$ cat config.mk
export PLATFORM = sky130hd
export DESIGN_NAME = fop_sweep
export DESIGN_NICKNAME = d
export VERILOG_FILES = /design/src/rtl/fop_sweep.sv
export SDC_FILE = /design/constraint.sdc
export NUM_CORES = 1
export LEC_CHECK = 0
export ABC_AREA = 1
export CAP_MARGIN = 20
export CORE_MARGIN = 2
export CORE_UTILIZATION = 46
export CTS_CLUSTER_DIAMETER = 40
export DETAILED_ROUTE_END_ITERATION = 10
export PLACE_DENSITY = 0.78
export SLEW_MARGIN = 5
export SYNTH_ARGS = -nofsm -noshare
export SYNTH_HDL_FRONTEND = slang
export SYNTH_SLANG_ARGS = --single-unit
$ cat constraint.sdc
create_clock -name clk -period 3.7 [get_ports clk]
set_input_delay 0.74 -clock clk [delete_from_list [all_inputs] [get_ports clk]]
set_output_delay 0.74 -clock clk [all_outputs]
set_load 0.01 [all_outputs]
$ cat src/rtl/fop_sweep.sv
// fop_sweep: drives every N-bit vector into an fop evaluator, captures its truth table
// and checks it against EXPECT, reporting pass, mismatch count and first failing vector.
module fop_sweep #(
    parameter int N = 4,
    parameter int SETTLE = 1,
    parameter logic [2**N-1:0] EXPECT = 16'h29AF
) (
    input  logic            clk,
    input  logic            rst,
    input  logic            start,
    input  logic            abort,
    output logic [N-1:0]    fop_in,
    input  logic            fop_out,
    output logic            busy,
    output logic            done,
    output logic [2**N-1:0] table_q,
    output logic            pass,
    output logic [N:0]      mism_cnt,
    output logic [N-1:0]    first_fail
);
    localparam int V = 2**N;
    localparam int CW = $clog2(SETTLE + 1);

    typedef enum logic [2:0] {IDLE, DRIVE, SAMPLE, CHECK, DONE} state_t;

    state_t          state;
    logic [N-1:0]    idx;
    logic [CW-1:0]   cnt;
    logic [V-1:0]    diff;
    logic [N:0]      pop;
    logic [N-1:0]    low;

    // descending scan so the lowest mismatching index is the one left in low
    always_comb begin
        diff = table_q ^ EXPECT;
        pop = '0;
        low = '0;
        for (int i = V - 1; i >= 0; i--) begin
            pop = pop + (N+1)'(diff[i]);
            low = diff[i] ? N'(i) : low;
        end
    end

    always_ff @(posedge clk or posedge rst) begin
        if (rst) begin
            state      <= IDLE;
            idx        <= '0;
            cnt        <= '0;
            fop_in     <= '0;
            busy       <= 1'b0;
            done       <= 1'b0;
            table_q    <= '0;
            pass       <= 1'b0;
            mism_cnt   <= '0;
            first_fail <= '0;
        end else begin
            case (state)
                IDLE: begin
                    done <= 1'b0;
                    if (start) begin
                        state      <= DRIVE;
                        idx        <= '0;
                        cnt        <= '0;
                        fop_in     <= '0;
                        busy       <= 1'b1;
                        table_q    <= '0;
                        pass       <= 1'b0;
                        mism_cnt   <= '0;
                        first_fail <= '0;
                    end
                end
                DRIVE: begin
                    if (abort) begin
                        state <= IDLE;
                        busy  <= 1'b0;
                    end else if (cnt == CW'(SETTLE - 1)) begin
                        cnt   <= '0;
                        state <= SAMPLE;
                    end else begin
                        cnt <= cnt + 1'b1;
                    end
                end
                SAMPLE: begin
                    if (abort) begin
                        state <= IDLE;
                        busy  <= 1'b0;
                    end else begin
                        table_q[idx] <= fop_out;
                        if (&idx) begin
                            state <= CHECK;
                        end else begin
                            idx    <= idx + 1'b1;
                            fop_in <= idx + 1'b1;
                            state  <= DRIVE;
                        end
                    end
                end
                CHECK: begin
                    pass       <= (diff == '0);
                    mism_cnt   <= pop;
                    first_fail <= low;
                    done       <= 1'b1;
                    busy       <= 1'b0;
                    state      <= DONE;
                end
                DONE: begin
                    done  <= 1'b0;
                    state <= IDLE;
                end
                default: state <= IDLE;
            endcase
        end
    end
endmodule

==> results of run 1 <==
==> synth_stat cells (all sizes together) <==
cell type and number:
nor3b 1, nor3 6, a211oi 1, a31oi 1
nor2 17, o211ai 1, nand4 1, o21ai 23
nand3 4, fa 10, a32o 2, buf 4
inv 43, a21oi 3, clkinv 1, nand2 68
a22o 4, ha 9, dfrtp 35, o41ai 1
xor2 1, o31ai 18, xnor2 1
==> critical path, delay by kind of cell, from the launching register on <==
kind | cells | cell delay, ns
buffers and inverters | 4 | 0.21
AND/OR/NAND/NOR | 2 | 0.12
AO/OA/AOI/OAI | 1 | 0.24
adder cells (fa/ha/maj) | 6 | 2.51
flip-flops | 1 | 0.38
==> registers in the layout (all words and copies together), names as in the netlist <==
register    flops
busy            1
done            1
first_fail      4
idx             4
mism_cnt        5
pass            1
state           3
table_q        16
==> cell families after synthesis <==
family,count (synthesis)
adders and majority gates,19
xor gates and xnor gates,2
and+or+nand+nor,97
AOI/OAI and AO/OA,54
DFF,35
buffers and inverters,48
==> repair_timing <==
| action | CTS | global route |
|---|---|---|
| buffers inserted | 1 | 1 |
| resized for setup | 0 | 5 |
| setup endpoints to repair | 1 | 3 |
| pin swaps | 0 | 4 |
==> how the worst max path moves through the flow <==
stage                           start                      end  slack (ns)  cells after the start
2_1_floorplan  table_q[4]$_DFFE_PP0P_  mism_cnt[4]$_DFFE_PP0P_        0.07                     13
3_3_place_gp   table_q[6]$_DFFE_PP0P_  mism_cnt[4]$_DFFE_PP0P_        0.13                     13
3_5_place_dp   table_q[6]$_DFFE_PP0P_  mism_cnt[4]$_DFFE_PP0P_       -0.01                     13
4_1_cts        table_q[4]$_DFFE_PP0P_  mism_cnt[4]$_DFFE_PP0P_        0.02                     13
5_1_grt        table_q[5]$_DFFE_PP0P_  mism_cnt[4]$_DFFE_PP0P_       0.009                     12
6_report       table_q[4]$_DFFE_PP0P_  mism_cnt[4]$_DFFE_PP0P_        0.13                     13
==> area by class of cell <==
type                    instances  area, µm²  area share, %
clock buffers                   5      68.82          2.463
clock inverters                 3      43.79          1.567
repair buffers                 48      450.4          16.12
multi-input cells             172       1121          40.13
flip-flops and latches         35      875.8          31.35
well taps                      54      67.56          2.418
inverters                      44      166.4          5.956
==> layer usage <==
| layer | up-vias | routed length [µm] | track usage [%] |
|---|---|---|---|
| met3 | 9 | 310 | 5.663 |
| met5 | - | 0 | 0 |
| met1 | 894 | 2377 | 28.64 |
| met4 | 0 | 104 | 8.436 |
| met2 | 69 | 2448 | 34.95 |
| li1 | 936 | - | - |
==> per-stage QoR <==
stage | setup WS (ns) | TNS (ns) | hold slack [ns]
after detailed placement | -0.01489 | -0.01489 | 0.4715
after CTS | 0.01677 | 0 | 0.4919
after floorplan | 0.06651 | 0 | 0.5155
after global routing | 0.008928 | 0 | 0.5175
final | 0.1252 | 0 | 0.4883
after global placement | 0.1264 | 0 | 0.4766
==> power by group <==
group / total, mW / switching (mW) / internal (mW)
registers: 0.424 / 0.0199 / 0.404
logic: 0.236 / 0.146 / 0.0905
clock network: 0.346 / 0.145 / 0.201
total: 1.01 / 0.311 / 0.695
==> flow_summary.yaml, run 1 <==
placed_design:
  dp_hpwl_mm: 3.901
  gp_congestion: 0.8838
  place.port_buffers: 36
  dpl_cell_area_um2: 2659
  dp_cells: 351
die:
  die_y_um: 72.88
  rows: 25
  initial_utilization_pct: 46.82
  io-pin-count: 37
  dieArea_um2: 5311
  core_region_area_um2: 4661
  die_w_um: 72.88
timing:
  timing.fmax_ghz: 0.2797
  finClkSkew_ns: 0.008001
  rsz0062_at_grt: "no"
  relSlewSlack_pct: 65.59
  period_share_pct: 96.62
  tightest_slew_ns: 0.5142
  slew_violations: 0
  min_period_ns: 3.575
  finalSetupViolations: 0
  hold_violations: 0
drt:
  drcViolationCount: 0
  ant_nets: 0
  vias: 1908
  first_pass_iters: 4
  via_per_inst: 5.285
  finalWirelength_mm: 5.240
  dr.first_iter.drc_count: 111
  avgRoutedWirePerCell_um: 14.52
final_layout:
  design_area_um2: 2794
  n_fill_cell: 410
  final_common_cell: "nand2_1"
  synthToLayoutAreaGrowth_pct: 28.04
  fin_cells: 361
  drive_gt1_share_pct: 11.40
  fin_util_pct: 59.95
  finalNetCount: 330
  diodes: 0
  final_cell_mix: "67 x nand2_1, 38 x inv_1, 36 x clkdlybuf4s50_1"
clocking:
  cts_made_buffers: 5
  cts.sinks: 35
  h-tree-depth: 2
  cts_tree: "done"
  cts.path.max_buffers: 2
  clock_latency_ns: 0.29
  ctsRootBufferMaster: "clkbuf_8"
  postCtsHoldBufs: 0
  cts.clk_slew.worst_paths_ns: 0.08
hold_path:
  hold_depth: 2
  holdCritStartpoint: "first_fail[0]$_DFFE_PP0P_"
  min_path_type: "reg -> reg"
  worstHoldEndpoint: "first_fail[0]$_DFFE_PP0P_"
logic_synthesis:
  synth_compound_area_share_pct: 16.92
  syn-instance-count: 255
  synth_area_leaders: "dfrtp_1 40%, nand2_1 12%, fa_1 9.2%"
  synthMuxAreaShare_pct: 0
  post-synth-top-area-cell: "dfrtp_1"
  synth-simple-area-share_pct: 18.98
  synthAdderAreaFrac_pct: 14.33
  synth_area_per_cell_um2: 8.557
  ys_types: 30
  synth_xor_area_share_pct: 0.8028
  syn_area_um2: 2182
  synth-seq-area-share_pct: 40.14
  synth_nets: 279
  synth_top_family_by_area: "simple AND/OR/NAND/NOR gates"
  synth_top_area_share_pct: 40.14
  ys_seq_elements: 35
  yosys_warnings: 0
critical_path:
  cp.arrival_ns: 3.76
  slowest_stage: "fa_1"
  path_common_cell: "fa_1"
  r2r_start: "table_q[4]$_DFFE_PP0P_"
  critical_path_required_ns: 3.89
  start_kind: "flop"
  r2r_slack_ns: 0.13
  criticalPathCategory: "reg -> reg"
  worst_r2r_path_depth: 13
  crit_chain: "inv_2 -> fa_1 -> inv_1 -> fa_1 -> fa_1 -> inv_1 -> fa_1 -> inv_1 -> ha_2 -> fa_2 -> nand2_2 -> nand2_1 -> a32o_1"
  cpPeakStageDelay_ns: 0.54
  cp_max_fo: 2
  worst_setup_path_end_kind: "flop"
  r2r_end: "mism_cnt[4]$_DFFE_PP0P_"
grt:
  grt_max_degree: 36
  grt_pass1_vias: 1866
  grt_pass1_wl_mm: 8.763
  antenna_found_initial: 0
  grt_usage_pct: 21.87
  grt_remaining_overflow: 0
power_and_ir_drop:
  p_per_area_nw_per_um2: 360.0
  power_mw: 1.006
  p_leak_nw: 1.257
  peakVddDrop_uv: 177.1
status:
  outcome: "finished, final reports clean"
run:
  drv_cap: 0
Note: power is estimated with default switching activity, not from simulation.
==> inputs of run 2 (changes only) <==
CAP_MARGIN = unset   (was 20)
==> results of run 2 <==
No change in the layout: final DEF, timing and power equal those of run 1.
==> inputs of run 3 (changes only) <==
PLACE_DENSITY = 0.76   (was 0.78)
==> run 3 against run 2 <==
Net effect:
- sequential cell count stayed put
- sequential share of layout area is 0.25 points lower
- cell count is 0.28% lower
- sequential power hardly changed
- design area is 0.81% higher
- largest cell class unchanged
- power is 6.5% higher
- utilization is 0.48 points higher
- die area stayed put
- critical path depth is 1 lower
- via count is 2.1% higher
==> flow_summary.yaml, run 3 (synthesis gave the netlist of run 1 again) <==
timing:
  finClkSkew_ns: 0.007075
  hold_violations: 0
  setup_slack_ns: 0.09889
  min_period_ns: 3.601
  period_share_pct: 97.33
  timing.fmax_ghz: 0.2777
  finalSetupViolations: 0
  slew_violations: 0
  tightest_slew_ns: 0.5134
  relSlewSlack_pct: 65.65
  finalSetupTns_ns: 0
power_and_ir_drop:
  p_leak_nw: 1.261
  p_per_area_nw_per_um2: 380.2
  peakVddDrop_uv: 210.1
final_layout:
  synthToLayoutAreaGrowth_pct: 29.07
  design_area_um2: 2816
  largest_reg_flops: 16
  final_common_cell: "nand2_1"
  final_cell_mix: "67 x nand2_1, 37 x inv_1, 36 x clkdlybuf4s50_1"
  drive_gt1_share_pct: 11.11
  diodes: 0
  regMostFlops: "table_q"
  finalNetCount: 329
  reg_top3: "table_q (16), mism_cnt (5)"
die:
  dieArea_um2: 5311
  die_y_um: 72.88
  die_w_um: 72.88
  initial_utilization_pct: 46.82
  core_region_area_um2: 4661
  io-pin-count: 37
  rows: 25
critical_path:
  cp.arrival_ns: 3.78
  cpPeakStageDelay_ns: 0.56
  crit_chain: "fa_1 -> fa_1 -> inv_2 -> fa_1 -> inv_1 -> fa_1 -> inv_2 -> ha_4 -> fa_2 -> nand2_2 -> nand2_1 -> a32o_1"
  cp_max_fo: 2
  critical_path_required_ns: 3.88
  path_common_cell: "fa_1"
  slowest_stage: "fa_1"
  start_kind: "flop"
  criticalPathCategory: "reg -> reg"
  worst_setup_path_end_kind: "flop"
drt:
  finalWirelength_mm: 5.353
  dr.first_iter.drc_count: 99
  via_per_inst: 5.411
  ant_nets: 0
  first_pass_iters: 4
  vias: 1948
  avgRoutedWirePerCell_um: 14.87
  drcViolationCount: 0
clocking:
  cts.path.max_buffers: 2
  cts_made_buffers: 5
  cts.sinks: 35
  cts.clk_slew.worst_paths_ns: 0.07
  cts_tree: "done"
  h-tree-depth: 2
  ctsRootBufferMaster: "clkbuf_8"
  clock_latency_ns: 0.29
placed_design:
  dp_hpwl_mm: 3.987
  place.port_buffers: 36
  place_ws_ns: 0.002663
  dpl_cell_area_um2: 2659
  gp_congestion: 0.8842
grt:
  grt_pass1_wl_mm: 9.011
  grt_max_degree: 36
  antenna_found_initial: 0
  grt_pass1_vias: 1933
  grt_remaining_overflow: 0
  grt_usage_pct: 22.06
status:
  outcome: "finished, final reports clean"
hold_path:
  min_path_type: "reg -> reg"
run:
  drv_cap: 0
-- run 3: cell types whose count changed in the layout (fill, tap and decap cells not counted) --
cell,before,now
inv_2,5,6
ha_2,1,0
ha_4,0,1
clkinv_2,2,1
clkbuf_1,0,1
inv_1,38,37
buf_4,12,11
bufinv_16,1,2
clkinv_4,1,0
-- run 3: final timing paths --
kind                                      startpoint  slack (ns)  cells past startpoint                   endpoint
max reg2reg                  table_q[13]$_DFFE_PP0P_         0.1                     12    mism_cnt[4]$_DFFE_PP0P_
min in group asynchronous                        rst        0.85                      3    mism_cnt[1]$_DFFE_PP0P_
min reg2reg                first_fail[0]$_DFFE_PP0P_        0.49                      2  first_fail[0]$_DFFE_PP0P_
min                        first_fail[0]$_DFFE_PP0P_        0.49                      2  first_fail[0]$_DFFE_PP0P_
max in group asynchronous                        rst        2.54                      3     table_q[8]$_DFFE_PP0P_
max                          table_q[13]$_DFFE_PP0P_         0.1                     12    mism_cnt[4]$_DFFE_PP0P_
-- run 3: critical path: cells and delay by family, from the launching register on --
kind / cells / cell delay, ns
AO/OA/AOI/OAI: 1 / 0.22
flip-flops: 1 / 0.41
adder cells (fa/ha/maj): 6 / 2.59
buffers and inverters: 3 / 0.14
AND/OR/NAND/NOR: 2 / 0.13
-- run 3: repair_timing --
item | CTS | global route
resized for setup | 0 | 7
hold buffers | 0 | 0
setup endpoints to repair | 1 | 2
buffers inserted | 1 | 0
pin swaps | 0 | 7
-- run 3: layout make-up --
class,count,area [µm²]
fillers,401,1844
repair buffers,47,442.9
well taps,54,67.56
inverters,44,166.4
multi-input cells,172,1131
clock inverters,2,60.06
clock buffers,6,72.57
flip-flops and latches,35,875.8
-- run 3: per-layer routing --
metal / part of all wire, % / track usage, % / vias up
met1: 45 / 29.05 / 950
met5: 0 / 0 / -
li1: - / - / 928
met2: 49 / 36.87 / 60
met3: 4.6 / 4.144 / 10
met4: 1.4 / 7.202 / 0
-- run 3: power by group --
group | leakage (nW) | switching (mW) | internal, mW
registers | 0.484 | 0.0205 | 0.404
logic | 0.712 | 0.148 | 0.0911
clock network | 0.0654 | 0.138 | 0.269
total | 1.26 | 0.306 | 0.765
-- run 3: per-stage QoR --
stage / instances / utilization [%] / power, mW / hold WS [ns]
final: 360 / 60.43 / 1.071 / 0.4949
after global routing: 360 / 60.43 / 1.124 / 0.5128
after CTS: 360 / 60.05 / 1.069 / 0.4910
after detailed placement: 351 / 57.05 / 0.6692 / 0.4738
after global placement: 351 / 57.05 / 0.6589 / 0.4772
after floorplan: 255 / - / 0.5825 / 0.5155
